`config.mk`:
```
export PLATFORM = sky130hd
export DESIGN_NAME = const_burst_ctrl
export DESIGN_NICKNAME = d
export VERILOG_FILES = /design/src/rtl/const_burst_ctrl.sv
export SDC_FILE = /design/constraint.sdc
export NUM_CORES = 1
export LEC_CHECK = 0
export BUFFER_PORTS_ARGS = -buffer_cell sky130_fd_sc_hd__buf_2
export CORE_MARGIN = 2
export CORE_UTILIZATION = 53
export DETAILED_ROUTE_END_ITERATION = 7
export GPL_TIMING_DRIVEN = 0
export PLACE_DENSITY = 0.73
export SLEW_MARGIN = 20
export SYNTH_ARGS = -nofsm -noshare
export SYNTH_HDL_FRONTEND = slang
export SYNTH_SLANG_ARGS = --single-unit
```
`constraint.sdc`:
```
create_clock -name clk -period 3.35 [get_ports clk]
set_input_delay 0.5025 -clock clk [delete_from_list [all_inputs] [get_ports clk]]
set_output_delay 0.5025 -clock clk [all_outputs]
set_load 0.01 [all_outputs]
```
`src/rtl/const_burst_ctrl.sv`:
```
// rtl/const_burst_ctrl.sv - constant-value AXI-stream burst generator with settings-bus control
module const_burst_ctrl #(
  parameter int BASE  = 0,
  parameter int WIDTH = 32
) (
  input  logic             clk,
  input  logic             reset_n,
  input  logic             set_stb,
  input  logic [7:0]       set_addr,
  input  logic [31:0]      set_data,
  output logic [WIDTH-1:0] o_tdata,
  output logic             o_tlast,
  output logic             o_tvalid,
  input  logic             o_tready,
  output logic             busy,
  output logic [15:0]      bursts_done
);

  localparam logic [1:0] S_IDLE  = 2'd0;
  localparam logic [1:0] S_BURST = 2'd1;
  localparam logic [1:0] S_GAP   = 2'd2;

  localparam logic [7:0] A_VALUE = 8'(BASE);
  localparam logic [7:0] A_LEN   = 8'(BASE + 1);
  localparam logic [7:0] A_GAP   = 8'(BASE + 2);
  localparam logic [7:0] A_CTRL  = 8'(BASE + 3);

  logic [1:0]       state;
  logic [WIDTH-1:0] value_reg;
  logic [WIDTH-1:0] value_lat;
  logic [15:0]      len_reg;
  logic [15:0]      gap_reg;
  logic [15:0]      len_lat;
  logic [15:0]      gap_lat;
  logic [15:0]      nburst_lat;
  logic [15:0]      beat_cnt;
  logic [15:0]      gap_cnt;
  logic             stop_pend;

  logic        ctrl_wr;
  logic        start_wr;
  logic        stop_wr;
  logic        xfer;
  logic [15:0] done_next;
  logic        end_run;

  // START together with STOP is treated as a plain STOP
  assign ctrl_wr  = set_stb && (set_addr == A_CTRL);
  assign start_wr = ctrl_wr && set_data[0] && !set_data[1];
  assign stop_wr  = ctrl_wr && set_data[1];

  assign o_tvalid = (state == S_BURST);
  assign o_tlast  = o_tvalid && (beat_cnt == len_lat);
  assign o_tdata  = value_lat;
  assign busy     = (state != S_IDLE);
  assign xfer     = o_tvalid && o_tready;

  assign done_next = (bursts_done == 16'hFFFF) ? 16'hFFFF : bursts_done + 16'd1;
  // a STOP arriving on the very tlast cycle still ends the run at this boundary
  assign end_run   = ((nburst_lat != 16'd0) && (done_next == nburst_lat)) || stop_pend || stop_wr;

  always_ff @(posedge clk or negedge reset_n) begin
    if (!reset_n) begin
      value_reg <= '0;
      len_reg   <= 16'd0;
      gap_reg   <= 16'd0;
    end else if (set_stb) begin
      if (set_addr == A_VALUE) value_reg <= set_data[WIDTH-1:0];
      if (set_addr == A_LEN)   len_reg   <= set_data[15:0];
      if (set_addr == A_GAP)   gap_reg   <= set_data[15:0];
    end
  end

  always_ff @(posedge clk or negedge reset_n) begin
    if (!reset_n) begin
      state       <= S_IDLE;
      value_lat   <= '0;
      len_lat     <= 16'd0;
      gap_lat     <= 16'd0;
      nburst_lat  <= 16'd0;
      beat_cnt    <= 16'd0;
      gap_cnt     <= 16'd0;
      stop_pend   <= 1'b0;
      bursts_done <= 16'd0;
    end else begin
      case (state)
        S_IDLE: begin
          if (start_wr) begin
            value_lat   <= value_reg;
            len_lat     <= (len_reg == 16'd0) ? 16'd1 : len_reg;
            gap_lat     <= gap_reg;
            nburst_lat  <= set_data[31:16];
            bursts_done <= 16'd0;
            beat_cnt    <= 16'd1;
            stop_pend   <= 1'b0;
            state       <= S_BURST;
          end
        end
        S_BURST: begin
          if (stop_wr) stop_pend <= 1'b1;
          if (xfer) begin
            if (o_tlast) begin
              bursts_done <= done_next;
              beat_cnt    <= 16'd1;
              if (end_run) begin
                stop_pend <= 1'b0;
                state     <= S_IDLE;
              end else if (gap_lat != 16'd0) begin
                gap_cnt <= 16'd1;
                state   <= S_GAP;
              end
            end else begin
              beat_cnt <= beat_cnt + 16'd1;
            end
          end
        end
        S_GAP: begin
          if (stop_wr) begin
            stop_pend <= 1'b0;
            state     <= S_IDLE;
          end else if (gap_cnt == gap_lat) begin
            state <= S_BURST;
          end else begin
            gap_cnt <= gap_cnt + 16'd1;
          end
        end
        default: state <= S_IDLE;
      endcase
    end
  end

endmodule

```
==> results of run 1 <==
report_power, final:
| part | switching [mW] | internal [mW] |
|---|---|---|
| registers | 0.0594 | 2.41 |
| clock network | 1.00 | 1.07 |
| logic | 0.206 | 0.150 |
layer usage:
metal  global-route usage [%]  share of wire (%)  vias to the layer above  wire length, µm
met5                        0                  0                        -                0
met4                     7.33                1.4                        0              325
met3                     4.71                4.3                       24             1030
met2                     41.3                 49                      221            11500
met1                     37.5                 46                     3734            10800
li1                         -                  -                     3567                -
per-stage QoR:
step	util (%)	cell area [µm²]	std cells	hold WS [ns]	worst slack, ns
2_1_floorplan	-	9440	965	0.207	0.272
3_3_place_gp	58.7	10200	1284	0.445	-1.44
3_5_place_dp	59.1	10300	1287	0.426	-0.251
4_1_cts	62.7	10900	1320	0.261	0.0426
5_1_grt	63.7	11100	1328	0.274	-0.0353
6_report	63.7	11100	1328	0.275	0.127
final cells by class:
| cell class | instances | area (µm²) |
|---|---|---|
| Buffer | 49 | 224 |
| Clock buffer | 17 | 425 |
| Clock inverter | 15 | 169 |
| Fill cell | 1404 | 6300 |
| Inverter | 16 | 60.1 |
| Multi-Input combinational cell | 705 | 4390 |
| Sequential cell | 195 | 4880 |
| Tap cell | 225 | 282 |
| Timing Repair Buffer | 106 | 623 |
cell usage in the layout, fill, tap and decap left out, types with 22 or more instances in the layout:
cell | synthesis | final
nor2_1 | 49 | 49
a21oi_1 | 27 | 27
buf_2 | 6 | 100
nand3_1 | 25 | 22
xnor2_1 | 25 | 24
mux2_2 | 67 | 67
xor2_1 | 27 | 27
dfrtp_1 | 195 | 192
o21ai_0 | 38 | 38
nand2_1 | 273 | 273
clkbuf_1 | 38 | 35
worst min-delay path: cells and delay by family:
kind	cells	cell delay, ns
simple gates	2	0.09
buf+inv	1	0.09
cell families (layout without fill, tap and decap cells):
group | Yosys count | count (layout) | synth area share (%)
fa+ha+maj | 3 | 3 | 0.398
buf+inv | 65 | 203 | 2.94
simple gates | 456 | 456 | 22.2
compound gates | 124 | 124 | 9.65
mux | 70 | 70 | 8.31
xor+xnor | 52 | 52 | 4.83
flops | 195 | 195 | 51.7
final timing paths:
kind                                              end  slack (ns)  depth (start not counted)
min in group asynchronous     beat_cnt[8]$_DFFE_PN0P_        0.55                          2
max reg2reg                    gap_cnt[6]$_DFFE_PN0P_        0.13                         11
min                        nburst_lat[10]$_DFFE_PN0P_        0.28                          3
min reg2reg                   o_tdata[21]$_DFFE_PN0P_        0.47                          2
max                            gap_cnt[6]$_DFFE_PN0P_        0.13                         11
max in group asynchronous  bursts_done[9]$_DFFE_PN0P_        2.08                          3
timing repair:
| item | 4_1_cts | 5_1_grt |
|---|---|---|
| endpoints found under the hold margin | 45 | 0 |
| resized for setup | 4 | 23 |
| hold buffers | 1 | 0 |
| pin swaps | 1 | 4 |
| endpoints found under the setup margin | 17 | 26 |
| setup buffers | 0 | 8 |
==> results.json, run 1 <==
{
  "run_status": "finished clean",
  "numCtsBuffers": 17,
  "drv_slew": 0,
  "final.setup.tns_ns": 0,
  "area_growth_pct": 17.1,
  "grt_max_degree": 79,
  "power_density_mw_per_mm2": 443,
  "netlist_top_cells_area": "dfrtp_1, nand2_1, mux2_2",
  "yosysSeqAreaShare_pct": 51.7,
  "fmax_mhz": 310,
  "async_reset_ff_share_pct": 100,
  "yosysMostFrequentCell": "nand2_1",
  "cp_data_required_time_ns": 3.70,
  "fin_worst_skew_ns": 0.0132,
  "critPathTopFamily": "simple AND/OR/NAND/NOR gates",
  "avgSynthCellArea_um2": 9.78,
  "drive_above_1_share_pct": 23.1,
  "hold_viol_final": 0,
  "hold_path.class": "in -> reg",
  "critical_path.startpoint": "bursts_done[11]$_DFFE_PN0P_",
  "htreeDepth": 4,
  "cts_tree": "yes",
  "antenna_found_initial": 0,
  "cp-end-kind": "flip-flop",
  "grt_pass1_wl_um": 37800,
  "clk_pin_slew_ns": 0.08,
  "synth_nets": 1012,
  "p_leak_nw": 5.64,
  "clkSinkCount": 195,
  "start_util_pct": 54.4,
  "critical_path_class": "reg -> reg",
  "grt_pass1_vias": 7128,
  "synthFlopType": "dfrtp_1",
  "port_buffers": 94,
  "wire_per_inst_um": 17.9,
  "fin_crit_sh_pct": 96.2,
  "synth_top_cell_area_share_pct": 51.7,
  "vias": 7546,
  "overflow": 0,
  "maxCapViolCount": 0,
  "path_buf_inv": 4,
  "via_per_inst": 5.68,
  "die_h_um": 137,
  "place_hpwl_um": 17000,
  "fp.dieW_um": 137,
  "vdd_drop_max_v": 0.000402,
  "path_max_fanout": 10,
  "setup_viol": 0,
  "synth_cell_types": 62,
  "slew_headroom_pct": 30.2,
  "hp-start": "set_data[26]",
  "grt_usage_pct": 26.2,
  "drc_errors": 0,
  "ys_top_cells_by_count": "nand2_1, dfrtp_1, mux2_2, nor2_1",
  "synth_cells": 965,
  "worstReg2RegStart": "bursts_done[11]$_DFFE_PN0P_",
  "rows": 48,
  "drt_wl_total_um": 23700,
  "cp_slowest_cell": "or4_4",
  "syn_area_mm2": 0.00944,
  "fin_crit_ns": 3.22,
  "path_cells": "clkbuf_2, inv_1, or4_4, xnor2_1, a22o_1, or4_4, o41ai_4, buf_4, o21ai_4, buf_12, a31oi_4",
  "slowest_delay_ns": 0.60,
  "root_buffer": "clkbuf_16",
  "drtIter0Drc": 690,
  "antenna_cells": 0,
  "yosysWarnings": 0,
  "clockBufferDepth": 2,
  "cp.arrival_ns": 3.58,
  "total_power_mw": 4.89,
  "io_pins": 95,
  "core_area_mm2": 0.0174,
  "final_antenna_net_count": 0,
  "dieArea_mm2": 0.0189,
  "globalplace.congestion": 0.897,
  "worst_pin_slew_ns": 1.04,
  "nNetsFinal": 1137,
  "cp-start-kind": "flip-flop",
  "yosys.area.top_type": "dfrtp_1",
  "ys_ff_latch": 195,
  "crit_top_cell": "or4_4",
  "worstSkewPairLatency_ns": 0.44,
  "dr.pass1.iters": 7,
  "synth_edf_count": 0
}
Note: power is estimated with default switching activity, not from simulation.
==> run 2: changes to the inputs <==
- CORE_ASPECT_RATIO: unset -> 1.4
- CORE_UTILIZATION: 53 -> 25
- PLACE_DENSITY: 0.73 -> unset
==> results.json, run 2 (synthesis gave the netlist of run 1 again) <==
{
  "run_status": "finished clean",
  "power.internal_mw": 3.75,
  "globalplace.congestion": 0.855,
  "p_leak_nw": 5.59,
  "clkSinkCount": 195,
  "fp.dieW_um": 168,
  "die_h_um": 234,
  "p_comb_share_pct": 7.2,
  "layout_commonest_cell": "nand2_1",
  "drc_errors": 0,
  "area_growth_pct": 19.8,
  "path_max_fanout": 10,
  "io_pins": 95,
  "overflow": 0,
  "path_cells": "nand4_4, or4_1, xnor2_1, a22o_1, or4_4, o41ai_4, buf_4, o21ai_4, buf_12, a31oi_4",
  "fmax_mhz": 309,
  "place_hpwl_um": 18700,
  "vdd_drop_max_v": 0.000376,
  "root_buffer": "clkbuf_16",
  "switchingPower_mw": 1.22,
  "ff2ff_setup_slack_ns": 0.11,
  "htreeDepth": 4,
  "worstReg2RegStart": "bursts_done[9]$_DFFE_PN0P_",
  "setup_slack_ns": 0.110,
  "port_buffers": 94,
  "final_antenna_net_count": 0,
  "p_seq_share_pct": 49.8,
  "drive_above_1_share_pct": 22.3,
  "rsz0062_at_grt": "no",
  "r2r_end": "gap_cnt[10]$_DFFE_PN0P_",
  "worstSkewPairLatency_ns": 0.45,
  "power_density_mw_per_mm2": 439,
  "numCtsBuffers": 17,
  "stdcell_area_mm2": 0.0113,
  "cp_slowest_cell": "or4_1",
  "slew_headroom_pct": 49.2,
  "hold_path.class": "in -> reg",
  "dr.pass1.iters": 6,
  "grt_max_degree": 100,
  "via_per_inst": 4.68,
  "core_area_mm2": 0.0374,
  "maxCapViolCount": 0,
  "hold_viol_final": 0,
  "p_sw_share_pct": 24.6,
  "cp-end-kind": "flip-flop",
  "dieArea_mm2": 0.0393,
  "critical_path_class": "reg -> reg",
  "most-common-layout-cells": "nand2_1, dfrtp_1, buf_2",
  "cp_data_required_time_ns": 3.72,
  "drt_wl_total_um": 24500,
  "drtIter0Drc": 460,
  "antenna_found_initial": 0,
  "start_util_pct": 25.2,
  "critical_path.startpoint": "bursts_done[9]$_DFFE_PN0P_",
  "grt_usage_pct": 12.6,
  "wire_per_inst_um": 15.6,
  "vias": 7362,
  "clk_pin_slew_ns": 0.07,
  "antenna_cells": 0,
  "rows": 84,
  "endpoint": "gap_cnt[10]$_DFFE_PN0P_",
  "rr_worst_depth": 10,
  "fin_worst_skew_ns": 0.00750,
  "place_ws_ns": -0.342,
  "clockBufferDepth": 2,
  "n_fill_cell": 3941,
  "fin_crit_sh_pct": 96.7,
  "worst_pin_slew_ns": 0.762,
  "dpl_cell_area_mm2": 0.0106,
  "cts_tree": "yes",
  "slowest_delay_ns": 0.67,
  "power_frac_clock_pct": 43.0,
  "nNetsFinal": 1134,
  "setup_viol": 0,
  "cp-start-kind": "flip-flop",
  "fin_util_pct": 30.2,
  "drv_slew": 0,
  "grt_pass1_vias": 7249,
  "fin_crit_ns": 3.24,
  "whs_ns": 0.271,
  "grt_pass1_wl_um": 38800,
  "cp.arrival_ns": 3.61
}
[run 2: changes by cell type in the layout (fill, tap and decap cells not counted), sizes merged]
cell	delta
clkinvlp	+3
clkbuf	+1
buf	-3
bufinv	+2
inv	-5
clkinv	-1
[run 2: area by class of cell]
class,count,area [µm²],area share [%]
Clock buffer,18,429,3.80
Tap cell,473,592,5.24
Inverter,16,60.1,0.531
Timing Repair Buffer,103,591,5.23
Clock inverter,14,180,1.59
Sequential cell,195,4880,43.2
Multi-Input combinational cell,705,4350,38.5
Buffer,49,220,1.95
[run 2: per-layer routing]
layer | global-route usage (%) | vias up | part of all wire [%]
met5 | 0 | - | 0
met4 | 5.15 | 0 | 2.4
met3 | 2.06 | 38 | 2.7
met2 | 22.6 | 128 | 52
met1 | 15.0 | 3646 | 43
li1 | - | 3550 | -
[run 2: power by group through the flow]
stage / Clock, mW / Sequential [mW] / Combinational [mW]
6_report: 2.13 / 2.47 / 0.357
3_3_place_gp: 0 / 2.52 / 0.332
2_1_floorplan: 0 / 2.50 / 0.173
4_1_cts: 2.19 / 2.47 / 0.357
5_1_grt: 2.28 / 2.48 / 0.396
3_5_place_dp: 0 / 2.52 / 0.350
[run 2: stage by stage]
step | total power [mW] | std cells | TNS, ns
3_3_place_gp | 2.85 | 1532 | -316.67
5_1_grt | 5.15 | 1573 | 0
4_1_cts | 5.02 | 1570 | 0
6_report | 4.97 | 1573 | 0
2_1_floorplan | 2.67 | 965 | 0
3_5_place_dp | 2.87 | 1535 | -4.66
[run 2: worst max-delay path, delay by kind of cell (launching register included)]
| kind | cells | cell delay, ns |
|---|---|---|
| compound gates | 4 | 0.64 |
| flops | 1 | 0.49 |
| buf+inv | 2 | 0.38 |
| simple gates | 3 | 1.47 |
| xor+xnor | 1 | 0.17 |
[run 2: what timing repair did]
| action | CTS | global route |
|---|---|---|
| pin swaps | 1 | 1 |
| setup endpoints to repair | 18 | 15 |
| hold buffers | 1 | 0 |
| setup buffers | 2 | 3 |
| gates resized for setup | 4 | 9 |
| hold endpoints to repair | 4 | 0 |
[run 2: worst min path at each step]
| stage | cells past startpoint | to | start | slack (ns) |
|---|---|---|---|---|
| after floorplan | 0 | beat_cnt[0]$_DFFE_PN0P_ | reset_n | 0.21 |
| after global placement | 2 | o_tdata[10]$_DFFE_PN0P_ | o_tdata[10]$_DFFE_PN0P_ | 0.45 |
| after detailed placement | 1 | bursts_done[8]$_DFFE_PN0P_ | reset_n | 0.30 |
| after CTS | 3 | nburst_lat[10]$_DFFE_PN0P_ | set_data[26] | 0.25 |
| after global routing | 3 | nburst_lat[10]$_DFFE_PN0P_ | set_data[26] | 0.27 |
| final | 3 | nburst_lat[10]$_DFFE_PN0P_ | set_data[26] | 0.27 |
==> run 3: changes to the inputs <==
- GPL_TIMING_DRIVEN: 0 -> 1
==> results.json, run 3 (synthesis gave the netlist of run 1 again) <==
{
  "final.setup.tns_ns": 0,
  "io_pins": 95,
  "path_buf_inv": 2,
  "cp-end-kind": "flip-flop",
  "clk_pin_slew_ns": 0.08,
  "critPathTopFamily": "simple AND/OR/NAND/NOR gates",
  "hold_viol_final": 0,
  "crit_cells": 10,
  "rows": 84,
  "slowest_delay_ns": 0.55,
  "grt_max_degree": 76,
  "worstSkewPairLatency_ns": 0.45,
  "antenna_cells": 0,
  "fmax_mhz": 313,
  "fin_crit_sh_pct": 95.3,
  "power_density_mw_per_mm2": 440,
  "area_growth_pct": 19.5,
  "p_leak_nw": 5.65,
  "cp_slowest_cell": "or4_4",
  "rsz0062_at_grt": "no",
  "worst_pin_slew_ns": 0.731,
  "n_fill_cell": 3931,
  "grt_usage_pct": 12.5,
  "instances_no_fill": 1559,
  "antenna_found_initial": 0,
  "dr.pass1.iters": 5,
  "htreeDepth": 4,
  "start_util_pct": 25.2,
  "maxCapViolCount": 0,
  "fin_crit_ns": 3.19,
  "cts_setup_buffers": 0,
  "path_cells": "nand4_4, buf_4, or4_4, nand4_1, nand4_1, or4_4, o41ai_4, o21ai_4, buf_4, a31oi_1",
  "clkSinkCount": 195,
  "grt_pass1_wl_um": 38800,
  "vias": 7271,
  "dpl.cell_count": 1527,
  "rr_worst_depth": 10,
  "clockBufferDepth": 2,
  "root_buffer": "clkbuf_16",
  "run_status": "finished clean",
  "drv_slew": 0,
  "path_max_fanout": 14,
  "fp.dieW_um": 168,
  "cp-start-kind": "flip-flop",
  "worstReg2RegStart": "bursts_done[10]$_DFFE_PN0P_",
  "core_area_mm2": 0.0374,
  "r2r_end": "gap_cnt[2]$_DFFE_PN0P_",
  "dieArea_mm2": 0.0393,
  "hold_path.class": "in -> async",
  "drtIter0Drc": 438,
  "slew_headroom_pct": 51.1,
  "cp.arrival_ns": 3.57,
  "place_hpwl_um": 17400,
  "wire_per_inst_um": 15.4,
  "via_per_inst": 4.66,
  "nNetsFinal": 1120,
  "layout_commonest_cell": "nand2_1",
  "globalplace.congestion": 0.856,
  "drt_wl_total_um": 24000,
  "drive_above_1_share_pct": 24.3,
  "setup_viol": 0,
  "numCtsBuffers": 17,
  "vdd_drop_max_v": 0.000375,
  "fin_worst_skew_ns": 0.0181,
  "ff2ff_setup_slack_ns": 0.16,
  "final_antenna_net_count": 0,
  "most-common-layout-cells": "nand2_1, dfrtp_1, buf_2",
  "cts_tree": "yes",
  "drc_errors": 0,
  "critical_path_class": "reg -> reg",
  "die_h_um": 234,
  "port_buffers": 94,
  "cp_data_required_time_ns": 3.73,
  "grt_pass1_vias": 7202,
  "overflow": 0
}
[run 3: worst max-delay path by stage]
| stage | startpoint | to | slack (ns) |
|---|---|---|---|
| 6_report | bursts_done[10]$_DFFE_PN0P_ | gap_cnt[2]$_DFFE_PN0P_ | 0.16 |
| 3_3_place_gp | bursts_done[10]$_DFFE_PN0P_ | gap_cnt[5]$_DFFE_PN0P_ | 0.23 |
| 2_1_floorplan | bursts_done[2]$_DFFE_PN0P_ | gap_cnt[0]$_DFFE_PN0P_ | 0.27 |
| 3_5_place_dp | bursts_done[10]$_DFFE_PN0P_ | gap_cnt[2]$_DFFE_PN0P_ | 0.15 |
| 4_1_cts | bursts_done[10]$_DFFE_PN0P_ | gap_cnt[2]$_DFFE_PN0P_ | 0.15 |
| 5_1_grt | bursts_done[4]$_DFFE_PN0P_ | gap_cnt[4]$_DFFE_PN0P_ | 0.01 |
[run 3: timing repair]
item	4_1_cts	5_1_grt
setup endpoints to repair	0	4
hold buffers	0	0
hold endpoints to repair	0	0
resized for setup	0	1
[run 3: power by group]
part / leakage, nW / switching (mW) / total, mW / internal [mW]
Sequential: 2.69 / 0.0531 / 2.46 / 2.41
Clock: 0.301 / 1.04 / 2.15 / 1.10
Combinational: 2.66 / 0.202 / 0.355 / 0.154
Total: 5.65 / 1.30 / 4.97 / 3.67
[run 3: metal layers]
layer	share of wire (%)	routed length (µm)	up-vias	GRT usage (%)
met1	43	10400	3592	15.1
met3	2.4	574	36	2.09
li1	-	-	3522	-
met5	0	0	-	0
met4	2.6	632	0	5.04
met2	52	12400	121	22.0
[run 3: stage by stage]
| step | setup WS [ns] | utilization, % | cell area (µm²) | total power [mW] | hold WS [ns] |
|---|---|---|---|---|---|
| after floorplan | 0.272 | - | 9440 | 2.67 | 0.207 |
| final | 0.159 | 30.2 | 11300 | 4.97 | 0.0301 |
| after global placement | 0.234 | 28.5 | 10700 | 2.86 | 0.447 |
| after global routing | 0.0124 | 30.2 | 11300 | 5.16 | 0.0517 |
| after CTS | 0.150 | 30.1 | 11300 | 5.03 | 0.0366 |
| after detailed placement | 0.154 | 28.5 | 10700 | 2.87 | 0.450 |
[run 3: cell type report]
type	count	area, µm²	area share (%)
Clock inverter	14	175	1.55
Timing Repair Buffer	138	835	7.40
Inverter	16	60.1	0.532
Multi-Input combinational cell	705	4300	38.1
Clock buffer	18	439	3.89
Sequential cell	195	4880	43.3
Tap cell	473	592	5.25
